## src/rtl/conv_pkg.sv

```systemverilog
// Shared types and helpers for the convolution sequencer: FSM state
// encoding, the per-tap tag carried down the MAC pipeline, and the output count.
package conv_pkg;

    typedef enum logic [2:0] {
        LOAD,
        ISSUE,
        DRAIN,
        HOLD,
        DONE
    } state_t;

    typedef struct packed {
        logic valid;
        logic first;
        logic last;
    } tap_t;

    // Number of output positions for a given stride; stride 0 behaves as 1.
    function automatic int n_outputs(input int x, input int f, input int s);
        int s_eff;
        s_eff = (s == 0) ? 1 : s;
        return (x - f) / s_eff + 1;
    endfunction

endpackage

```

## src/rtl/conv_seq_ctrl_if.sv

```systemverilog
// Valid/ready handshakes of the sequencer: x and filter load streams in,
// result stream out.
interface conv_seq_ctrl_if;

    logic s_valid_x;
    logic s_ready_x;
    logic s_valid_f;
    logic s_ready_f;
    logic m_valid_y;
    logic m_ready_y;

    modport master (
        output s_valid_x, s_valid_f, m_ready_y,
        input  s_ready_x, s_ready_f, m_valid_y
    );

    modport slave (
        input  s_valid_x, s_valid_f, m_ready_y,
        output s_ready_x, s_ready_f, m_valid_y
    );

endinterface

```

## src/rtl/conv_seq_ctrl_tap_delay_line.sv

```systemverilog
// Fixed-depth shift of the {valid, first, last} tap tag, matching the latency
// from read-address issue to product valid at the accumulator.
module tap_delay_line
    import conv_pkg::*;
#(
    parameter int DEPTH = 2
) (
    input  logic clk,
    input  logic reset,
    input  tap_t d,
    output tap_t q
);

    tap_t stage [DEPTH];

    // NOTE: sequential state uses <= so every stage samples its predecessor's
    // pre-edge value; blocking = here would collapse the pipe into one stage.
    // NOTE: this small pipe is reset (unlike a data RAM) so acc_en drops the
    // moment reset asserts instead of replaying stale taps.
    always_ff @(posedge clk or negedge reset) begin
        if (!reset) begin
            for (int i = 0; i < DEPTH; i++) stage[i] <= '0;
        end else begin
            stage[0] <= d;
            for (int i = 1; i < DEPTH; i++) stage[i] <= stage[i-1];
        end
    end

    assign q = stage[DEPTH-1];

endmodule

```

## src/rtl/conv_seq_ctrl.sv

```systemverilog
// 1-D convolution sequencer: loads x/f memories, then walks every output
// position at the latched stride, driving read addresses, MAC enables and results.
module conv_seq_ctrl
    import conv_pkg::*;
#(
    parameter int X_MEM_SIZE = 8,
    parameter int F_MEM_SIZE = 4,
    parameter int X_ADDR_W   = $clog2(X_MEM_SIZE),
    parameter int F_ADDR_W   = $clog2(F_MEM_SIZE),
    parameter int MAC_LAT    = 2,
    parameter int STRIDE_W   = 2
) (
    input  logic                clk,
    input  logic                reset,
    conv_seq_ctrl_if.slave      hs,
    input  logic                conv_start,
    input  logic [STRIDE_W-1:0] stride,
    output logic                x_mem_wr_en,
    output logic [X_ADDR_W-1:0] x_wr_addr,
    output logic                f_mem_wr_en,
    output logic [F_ADDR_W-1:0] f_wr_addr,
    output logic [X_ADDR_W-1:0] x_rd_addr,
    output logic [F_ADDR_W-1:0] f_rd_addr,
    output logic                acc_clr,
    output logic                acc_en,
    output logic                conv_done,
    output logic                busy
);

    localparam int CW = X_ADDR_W + 1;
    localparam int FW = F_ADDR_W + 1;

    state_t              state, state_nx;
    logic [CW-1:0]       x_cnt, base, j, n_last;
    logic [FW-1:0]       f_cnt, k;
    logic [STRIDE_W-1:0] stride_eff;
    logic                start_q, start_pend;
    tap_t                tap_in, tap_out;

    logic start_rise, x_full_nx, f_full_nx, go, k_last, more;

    assign start_rise = conv_start & ~start_q;
    assign x_full_nx  = (x_cnt == CW'(X_MEM_SIZE)) |
                        (x_mem_wr_en & (x_cnt == CW'(X_MEM_SIZE - 1)));
    assign f_full_nx  = (f_cnt == FW'(F_MEM_SIZE)) |
                        (f_mem_wr_en & (f_cnt == FW'(F_MEM_SIZE - 1)));
    // A start edge coinciding with the final load write still launches next cycle.
    assign go         = x_full_nx & f_full_nx & (start_pend | start_rise);
    assign k_last     = (k == FW'(F_MEM_SIZE - 1));
    assign more       = (j < n_last);

    tap_delay_line #(.DEPTH(MAC_LAT)) u_taps (
        .clk   (clk),
        .reset (reset),
        .d     (tap_in),
        .q     (tap_out)
    );

    always_ff @(posedge clk or negedge reset) begin
        if (!reset) state <= LOAD;
        else        state <= state_nx;
    end

    // NOTE: every output gets a default before the case so no path through
    // this block leaves a signal unassigned, which would infer a latch.
    always_comb begin
        state_nx     = state;
        hs.s_ready_x = 1'b0;
        hs.s_ready_f = 1'b0;
        hs.m_valid_y = 1'b0;
        x_mem_wr_en  = 1'b0;
        f_mem_wr_en  = 1'b0;
        x_wr_addr    = x_cnt[X_ADDR_W-1:0];
        f_wr_addr    = f_cnt[F_ADDR_W-1:0];
        x_rd_addr    = '0;
        f_rd_addr    = '0;
        tap_in       = '0;
        conv_done    = 1'b0;
        case (state)
            LOAD: begin
                hs.s_ready_x = (x_cnt < CW'(X_MEM_SIZE));
                hs.s_ready_f = (f_cnt < FW'(F_MEM_SIZE));
                x_mem_wr_en  = hs.s_valid_x & hs.s_ready_x;
                f_mem_wr_en  = hs.s_valid_f & hs.s_ready_f;
                if (go) state_nx = ISSUE;
            end
            ISSUE: begin
                x_rd_addr    = X_ADDR_W'(base + CW'(k));
                f_rd_addr    = k[F_ADDR_W-1:0];
                tap_in.valid = 1'b1;
                tap_in.first = (k == '0);
                tap_in.last  = k_last;
                if (k_last) state_nx = DRAIN;
            end
            DRAIN: begin
                if (tap_out.valid & tap_out.last) state_nx = HOLD;
            end
            HOLD: begin
                hs.m_valid_y = 1'b1;
                if (hs.m_ready_y) state_nx = more ? ISSUE : DONE;
            end
            DONE: begin
                conv_done = 1'b1;
                state_nx  = LOAD;
            end
            default: state_nx = LOAD;
        endcase
    end

    assign acc_en  = tap_out.valid;
    assign acc_clr = tap_out.valid & tap_out.first;
    assign busy    = (state == ISSUE) | (state == DRAIN) | (state == HOLD);

    always_ff @(posedge clk or negedge reset) begin
        if (!reset) begin
            x_cnt      <= '0;
            f_cnt      <= '0;
            base       <= '0;
            j          <= '0;
            k          <= '0;
            n_last     <= '0;
            stride_eff <= STRIDE_W'(1);
            start_q    <= 1'b0;
            start_pend <= 1'b0;
        end else begin
            start_q <= conv_start;
            if (x_mem_wr_en) x_cnt <= x_cnt + 1'b1;
            if (f_mem_wr_en) f_cnt <= f_cnt + 1'b1;
            if (start_rise && (state == LOAD || state == DONE)) begin
                start_pend <= 1'b1;
                stride_eff <= (stride == '0) ? STRIDE_W'(1) : stride;
                n_last     <= CW'(n_outputs(X_MEM_SIZE, F_MEM_SIZE, int'(stride)) - 1);
            end
            case (state)
                LOAD: if (go) begin
                    start_pend <= 1'b0;
                    base       <= '0;
                    j          <= '0;
                    k          <= '0;
                end
                ISSUE: k <= k_last ? '0 : k + 1'b1;
                HOLD: if (hs.m_ready_y && more) begin
                    j    <= j + 1'b1;
                    base <= base + CW'(stride_eff);
                end
                DONE: begin
                    x_cnt <= '0;
                    f_cnt <= '0;
                    j     <= '0;
                    base  <= '0;
                end
                default: ;
            endcase
        end
    end

endmodule

```

## src/flat_wrapper.sv

```systemverilog
// flat-port wrapper written by rule: the top's interface ports become plain ports
module conv_seq_ctrl_flat import conv_pkg::*;
#(
    parameter int X_MEM_SIZE = 8,
    parameter int F_MEM_SIZE = 4,
    parameter int X_ADDR_W   = $clog2(X_MEM_SIZE),
    parameter int F_ADDR_W   = $clog2(F_MEM_SIZE),
    parameter int MAC_LAT    = 2,
    parameter int STRIDE_W   = 2
)
  (clk, reset, conv_start, stride, x_mem_wr_en, x_wr_addr, f_mem_wr_en, f_wr_addr, x_rd_addr, f_rd_addr, acc_clr, acc_en, conv_done, busy, hs_s_valid_x, hs_s_valid_f, hs_m_ready_y, hs_s_ready_x, hs_s_ready_f, hs_m_valid_y);
  conv_seq_ctrl_if hs_i ();
  input  logic clk;
  input  logic reset;
  input  logic conv_start;
  input  logic [STRIDE_W-1:0] stride;
  output logic x_mem_wr_en;
  output logic [X_ADDR_W-1:0] x_wr_addr;
  output logic f_mem_wr_en;
  output logic [F_ADDR_W-1:0] f_wr_addr;
  output logic [X_ADDR_W-1:0] x_rd_addr;
  output logic [F_ADDR_W-1:0] f_rd_addr;
  output logic acc_clr;
  output logic acc_en;
  output logic conv_done;
  output logic busy;
  input wire logic [$bits(hs_i.s_valid_x)-1:0] hs_s_valid_x;
  input wire logic [$bits(hs_i.s_valid_f)-1:0] hs_s_valid_f;
  input wire logic [$bits(hs_i.m_ready_y)-1:0] hs_m_ready_y;
  output wire logic [$bits(hs_i.s_ready_x)-1:0] hs_s_ready_x;
  output wire logic [$bits(hs_i.s_ready_f)-1:0] hs_s_ready_f;
  output wire logic [$bits(hs_i.m_valid_y)-1:0] hs_m_valid_y;
  assign hs_i.s_valid_x = hs_s_valid_x;
  assign hs_i.s_valid_f = hs_s_valid_f;
  assign hs_i.m_ready_y = hs_m_ready_y;
  assign hs_s_ready_x = hs_i.s_ready_x;
  assign hs_s_ready_f = hs_i.s_ready_f;
  assign hs_m_valid_y = hs_i.m_valid_y;
  conv_seq_ctrl #(.X_MEM_SIZE(X_MEM_SIZE), .F_MEM_SIZE(F_MEM_SIZE), .X_ADDR_W(X_ADDR_W), .F_ADDR_W(F_ADDR_W), .MAC_LAT(MAC_LAT), .STRIDE_W(STRIDE_W)) u_core (.clk(clk), .reset(reset), .hs(hs_i), .conv_start(conv_start), .stride(stride), .x_mem_wr_en(x_mem_wr_en), .x_wr_addr(x_wr_addr), .f_mem_wr_en(f_mem_wr_en), .f_wr_addr(f_wr_addr), .x_rd_addr(x_rd_addr), .f_rd_addr(f_rd_addr), .acc_clr(acc_clr), .acc_en(acc_en), .conv_done(conv_done), .busy(busy));
endmodule
```

## config.mk

```make
export PLATFORM = sky130hd
export DESIGN_NAME = conv_seq_ctrl_flat
export DESIGN_NICKNAME = d
export VERILOG_FILES = /design/src/rtl/conv_pkg.sv /design/src/rtl/conv_seq_ctrl_if.sv /design/src/rtl/conv_seq_ctrl_tap_delay_line.sv /design/src/rtl/conv_seq_ctrl.sv /design/src/flat_wrapper.sv
export SDC_FILE = /design/constraint.sdc
export NUM_CORES = 1
export LEC_CHECK = 0
export BUFFER_PORTS_ARGS = -buffer_cell sky130_fd_sc_hd__buf_2
export CORE_MARGIN = 4
export CORE_UTILIZATION = 40
export CTS_CLUSTER_SIZE = 8
export DETAILED_ROUTE_END_ITERATION = 8
export GPL_ROUTABILITY_DRIVEN = 0
export GPL_TIMING_DRIVEN = 0
export HOLD_SLACK_MARGIN = 0.06
export SETUP_SLACK_MARGIN = 0.15
export SLEW_MARGIN = 5
export SYNTH_ARGS = -nofsm -noshare
export SYNTH_HDL_FRONTEND = slang
export SYNTH_HIERARCHICAL = 1
export SYNTH_SLANG_ARGS = --single-unit
```

## constraint.sdc

```tcl
create_clock -name clk -period 2.5 [get_ports clk]
set_input_delay 0.25 -clock clk [delete_from_list [all_inputs] [get_ports clk]]
set_output_delay 0.25 -clock clk [all_outputs]
set_load 0.03 [all_outputs]
```

==> reports/metrics.csv, run 1 <==
stage;metric;value;unit
sta;clock.fmax;460;MHz
pwr;p_leak;1.11;nW
clock_tree;ctsHoldBuffers;0;
synth;synth_edf_count;0;
min_path;hp-class;in2async;
drt;routed_wl;3480;um
clock_tree;htree_levels;2;
drt;top_layer;met4;
clock_tree;cts_setup_buffers;0;
critical_path;crit_buf_inv;3;
final_layout;stdcell_count;276;
placed_design;io_buffers;26;
synth;ys_warn_count;6;
critical_path;cp_max_fo;9;
global_route;antenna_found_initial;0;
drt;firstDrtPassIters;4;
drt;wl_met2;1480;um
clock_tree;cts_root_buf;clkbuf_8;
pwr;powerDensity;1230;mW/mm^2
synth;synth_area;0.00190;mm^2
drt;antenna_left;0;
drt;dr_total_vias;1352;
global_route;grt_usage;0.132;
drt;avgRoutedWirePerCell;12.6;um
sta;hold_viol;0;
synth;async_flop_share;1.00;
critical_path;slowest_delay;0.36;ns
critical_path;end_kind;output port;
floorplan;start_util;0.424;
sta;finalCritPeriodShare;0.870;
critical_path;start_kind;flip-flop;
floorplan;die_h;76.9;um
synth;yosys.cell_count.top_type;dfrtp_1;
final_layout;antennaDiodeCount;0;
pwr;ir_drop;0.494;mV
placed_design;hpwl;2490;um
drt;drc;0;
synth;synth_fp_nets;213;
clock_tree;clk_pin_slew;0.07;ns
floorplan;core-area;0.00447;mm^2
run;cap_violations;0;
final_layout;num-nets-final;246;
sta;slew_viol_final;0;
sta;skew;0.00220;ns
clock_tree;insertion_delay;0.28;ns
sta;setup-violations-final;0;
sta;fin_tns_setup;0;ns
synth;ys_types;47;
global_route;grt-ovfl-total;0;
critical_path;path_class;reg2out;
global_route;grt_pass1_wl;6280;um
synth;yosysTopAreaCell;dfrtp_1;
final_layout;drive_gt1_frac;0.250;
synth;ys_top_cells_by_area;dfrtp_1, ha_1, nand2_1;
drt;via_per_inst;4.90;
status;status;finished clean;
sta;period_needed;2.18;ns
clock_tree;cts_tree;done;
clock_tree;cts.path.max_buffers;2;
floorplan;die_width;76.9;um
floorplan;rows;24;
clock_tree;clock-sinks;34;
floorplan;pin_count;27;
drt;met3_length;151;um
synth;ys_seq_area_frac;0.449;
synth;postSynthCellCount;190;
drt;drtIter0Drc;66;
critical_path;crit_arrival;1.93;ns
synth;synth.top_cells.by_count;dfrtp_1, nand2_1, nor2_1;
drt;wl_met1;1810;um
clock_tree;cts_inserted_buffers;5;
critical_path;cp_cell_sequence;buf_4 > or3_1 > clkbuf_1 > nor3b_4 > buf_2;
floorplan;die-area;0.00591;mm^2
synth;ys_dominant_reg_cell;dfrtp_1;
critical_path;cp_slowest_cell;dfrtp_1;
synth;synth-seq-cells;34;
global_route;grt_pass1_vias;1332;
synth;synth.avg_cell_area;9.99;um^2
sta;rsz0062_at_grt;false;
final_layout;area_delta_synth_final;15.6;%
sta;slew-limit-headroom;0.502;
critical_path;required;2.25;ns
sta;worst_pin_slew;0.747;ns
placed_design;dpl.cell_count;268;
synth;synth_top_area_frac;0.435;
critical_path;cpLargestDelayFamily;simple AND/OR/NAND/NOR gates;
global_route;grt_max_degree;35;
cell usage in the layout, fill, tap and decap left out, types with 2 or more instances in the layout:
| master | synthesis | routed |
|---|---|---|
| o21ai_0 | 7 | 7 |
| nor2b_1 | 2 | 2 |
| o31ai_1 | 4 | 4 |
| nand2_1 | 21 | 21 |
| nand2b_1 | 2 | 2 |
| nand4b_1 | 2 | 2 |
| clkbuf_8 | 0 | 6 |
| xor2_1 | 2 | 2 |
| fa_1 | 2 | 2 |
| clkbuf_1 | 2 | 3 |
| ha_1 | 13 | 13 |
| nor2_1 | 21 | 20 |
| xnor2_1 | 3 | 3 |
| nand3b_1 | 3 | 3 |
| nand3_1 | 2 | 2 |
| and2_1 | 5 | 5 |
| a21oi_1 | 7 | 7 |
| o41ai_1 | 3 | 3 |
| o21ai_1 | 3 | 3 |
| nor3_1 | 2 | 2 |
| a211oi_1 | 2 | 2 |
| dfrtp_1 | 33 | 33 |
| buf_4 | 9 | 9 |
| inv_1 | 16 | 16 |
| buf_2 | 0 | 26 |
area by class of cell:
cell class / instances / area (um^2)
Fill cell: 412 / 2280
Multi-Input combinational cell: 127 / 900
Sequential cell: 34 / 852
Timing Repair Buffer: 26 / 130
Clock buffer: 7 / 86.3
Buffer: 12 / 86.3
Inverter: 17 / 68.8
Tap cell: 52 / 65.1
Clock inverter: 1 / 5.00
state kept, by name (all words and copies together), names as in the netlist:
register	cells
u_core/n_last	4
u_core/state	3
u_core/base	3
u_core/start_pend	1
u_core/stride_eff	2
u_core/u_taps/q	3
u_core/start_q	1
u_core/f_cnt	3
u_core/x_cnt	4
u_core/j	4
u_core/u_taps/stage	3
u_core/k	3
logic make-up after synthesis:
family,count (synthesis),share of synthesized area
and+or+nand+nor,69,0.188
muxes,2,0.0119
AOI/OAI and AO/OA,36,0.140
adders and majority gates,15,0.107
buffers and inverters,29,0.0817
DFF,34,0.449
xor gates and xnor gates,5,0.0231
stage by stage:
stage / worst slack (ns) / hold slack, ns / power [mW] / area, um^2 / utilization
2_1_floorplan: 0.369 / -0.0456 / 1.96 / 1900 / -
3_3_place_gp: 0.408 / 0.333 / 2.27 / 2090 / 0.468
3_5_place_dp: 0.386 / 0.337 / 2.28 / 2090 / 0.468
4_1_cts: 0.171 / 0.0671 / 2.71 / 2180 / 0.488
5_1_grt: 0.181 / 0.0729 / 2.95 / 2190 / 0.490
6_report: 0.325 / 0.0334 / 2.69 / 2190 / 0.490
metal layers:
metal,global-route usage,vias to the layer above
li1,-,700
met1,0.188,622
met2,0.193,25
met3,0.0340,5
met4,0.0435,0
met5,0,-
power breakdown:
group | switching (mW) | internal, mW
clock | 0.194 | 0.222
sequential | 0.170 | 0.747
combinational | 0.827 | 0.530
total | 1.19 | 1.50
repair_timing:
item	CTS	global route
hold endpoints to repair	0	0
gates resized for setup	0	2
setup endpoints to repair	0	2
final timing paths:
kind | slack [ns] | depth (start not counted) | endpoint | start
hold / removal | 0.03 | 1 | u_core/j[2]$_DFFE_PN0P_ | reset
hold reg to reg | 0.35 | 0 | u_core/u_taps/q[1]$_DFF_PN0_ | u_core/u_taps/stage[4]$_DFF_PN0_
min in group clk | 0.09 | 1 | u_core/start_q$_DFF_PN0_ | conv_start
setup reg to reg | 0.35 | 7 | u_core/j[3]$_DFFE_PN0P_ | u_core/x_cnt[0]$_DFFE_PN0P_
setup / recovery | 0.32 | 5 | x_mem_wr_en | u_core/state[1]$_DFFE_PN0P_
max in group asynchronous | 1.99 | 1 | u_core/j[1]$_DFFE_PN0P_ | reset
Note: power is estimated with default switching activity, not from simulation.
==> run 2, diff against run 1 <==
- SYNTH_HIERARCHICAL: 1 -> unset
==> reports/metrics.csv, run 2 <==
stage;metric;value;unit
critical_path;required;2.66;ns
global_route;grt_pass1_vias;1385;
final_layout;drive_gt1_frac;0.228;
critical_path;cpLargestDelayFamily;compound AO/OA/AOI/OAI gates;
sta;holdWs;0.0221;ns
sta;finalCritPeriodShare;0.875;
final_layout;reg.largest.list;u_core.j x4, u_core.n_last x4, u_core.x_cnt x4;
synth;yosys.cell_count.top_type;dfrtp_1;
sta;setup-violations-final;0;
clock_tree;cts_tree;done;
floorplan;die_h;76.8;um
synth;ys_warn_count;0;
final_layout;stdcell_count;276;
drt;avgRoutedWirePerCell;12.5;um
critical_path;cp_slowest_cell;a2111oi_1;
clock_tree;cts_inserted_buffers;5;
clock_tree;insertion_delay;0.28;ns
sta;skew;0.00830;ns
sta;rsz0062_at_grt;false;
floorplan;pin_count;27;
drt;dr_total_vias;1348;
synth;postSynthCellCount;190;
floorplan;start_util;0.424;
final_layout;mostFrequentLayoutCell;dfrtp_1;
floorplan;die_width;76.8;um
run;cap_violations;0;
synth;ys_types;42;
drt;antenna_left;0;
synth;synth.top_cells.by_count;dfrtp_1, nor2_1, nand2_1;
final_layout;antennaDiodeCount;0;
drt;firstDrtPassIters;4;
pwr;p_leak;1.12;nW
drt;drtIter0Drc;49;
critical_path;slowest_delay;0.63;ns
sta;worst_pin_slew;0.746;ns
drt;via_per_inst;4.88;
pwr;powerDensity;1210;mW/mm^2
global_route;grt-ovfl-total;0;
synth;synth_top_area_frac;0.436;
clock_tree;cts.path.max_buffers;2;
sta;period_needed;2.19;ns
critical_path;end_kind;flip-flop;
floorplan;rows;24;
pwr;ir_drop;0.598;mV
final_layout;layout_common_cells;dfrtp_1, buf_2, nor2_1, nand2_1, inv_1;
synth;synth_area;0.00190;mm^2
floorplan;core-area;0.00447;mm^2
critical_path;cp_cell_sequence;ha_1 > a2111oi_1 > o41a_1 > nand2_2 > a221o_1;
pwr;totalPowerFinal;2.64;mW
sta;hold_viol;0;
synth;synth-seq-cells;34;
synth;synth_fp_nets;213;
sta;clock.fmax;457;MHz
synth;yosysTopAreaCell;dfrtp_1;
synth;ys_top_cells_by_area;dfrtp_1, ha_1, nor2_1;
status;status;finished clean;
clock_tree;ctsHoldBuffers;0;
floorplan;die-area;0.00590;mm^2
clock_tree;htree_levels;2;
min_path;hp-class;in2async;
placed_design;io_buffers;26;
sta;fin_tns_setup;0;ns
final_layout;area_delta_synth_final;15.2;%
placed_design;hpwl;2550;um
global_route;grt_pass1_wl;6180;um
drt;routed_wl;3460;um
synth;ys_dominant_reg_cell;dfrtp_1;
critical_path;path_class;reg2reg;
sta;slew-limit-headroom;0.502;
sta;slew_viol_final;0;
critical_path;crit_arrival;2.35;ns
synth;ys_seq_area_frac;0.450;
critical_path;crit_buf_inv;0;
synth;synth_edf_count;0;
synth;synth.avg_cell_area;9.98;um^2
global_route;grt_usage;0.128;
global_route;grt_max_degree;35;
clock_tree;clk_pin_slew;0.08;ns
clock_tree;cts_root_buf;clkbuf_8;
critical_path;start_kind;flip-flop;
placed_design;dpl.cell_count;268;
final_layout;num-nets-final;246;
drt;drc;0;
global_route;antenna_found_initial;0;
critical_path;cp_max_fo;4;
clock_tree;clock-sinks;34;
synth;async_flop_share;1.00;
## run 2: kinds of logic (layout without fill, tap and decap cells)
family                     Yosys count  count (layout)  share of synthesized area
and+or+nand+nor                     75              75                      0.202
DFF                                 34              34                      0.450
AOI/OAI and AO/OA                   29              29                      0.125
buffers and inverters               29              63                     0.0772
adders and majority gates           15              15                      0.107
xor gates and xnor gates             4               4                     0.0185
muxes                                4               4                     0.0211
## run 2: what timing repair did
| action | 4_1_cts | 5_1_grt |
|---|---|---|
| buffers inserted | 0 | 0 |
| resized for setup | 0 | 1 |
| endpoints found under the setup margin | 0 | 1 |
## run 2: layer usage
layer  GRT usage  wire length [um]  share of wire
met1       0.167              1790           0.52
met2       0.206              1510           0.44
met3      0.0328               119          0.034
met4      0.0435                38          0.011
met5           0                 0              0
## run 2: final timing paths
path	startpoint	end	slack (ns)	cells past startpoint
max	u_core.j[1]$_DFFE_PN0P_	u_core.base[2]$_DFFE_PN0P_	0.31	5
min	reset	u_core.u_taps.stage[4]$_DFF_PN0_	0.02	1
min reg2reg	u_core.u_taps.stage[3]$_DFF_PN0_	u_core.u_taps.q[0]$_DFF_PN0_	0.35	0
max reg2reg	u_core.j[1]$_DFFE_PN0P_	u_core.base[2]$_DFFE_PN0P_	0.31	5
max in group asynchronous	reset	u_core.base[0]$_DFFE_PN0P_	1.99	1
min in group clk	conv_start	u_core.start_q$_DFF_PN0_	0.08	1
## run 2: area by class of cell
| type | instances | area (um^2) |
|---|---|---|
| multi-input combinational | 127 | 900 |
| inverter | 18 | 67.6 |
| tap | 52 | 65.1 |
| fill | 438 | 2290 |
| buffer | 11 | 78.8 |
| clock buffer | 5 | 68.8 |
| clock inverter | 3 | 21.3 |
| timing repair buffer | 26 | 130 |
| sequential | 34 | 852 |
## run 2: where the power goes
| part | internal [mW] | switching (mW) |
|---|---|---|
| Combinational | 0.531 | 0.809 |
| Sequential | 0.738 | 0.152 |
| Clock | 0.196 | 0.214 |
## run 2: through the flow
step	utilization	cell area, um^2	setup WS, ns
final	0.488	2180	0.312
after global routing	0.488	2180	0.233
after CTS	0.487	2180	0.217
after detailed placement	0.467	2090	0.369
after global placement	0.467	2090	0.352
after floorplan	-	1900	0.449
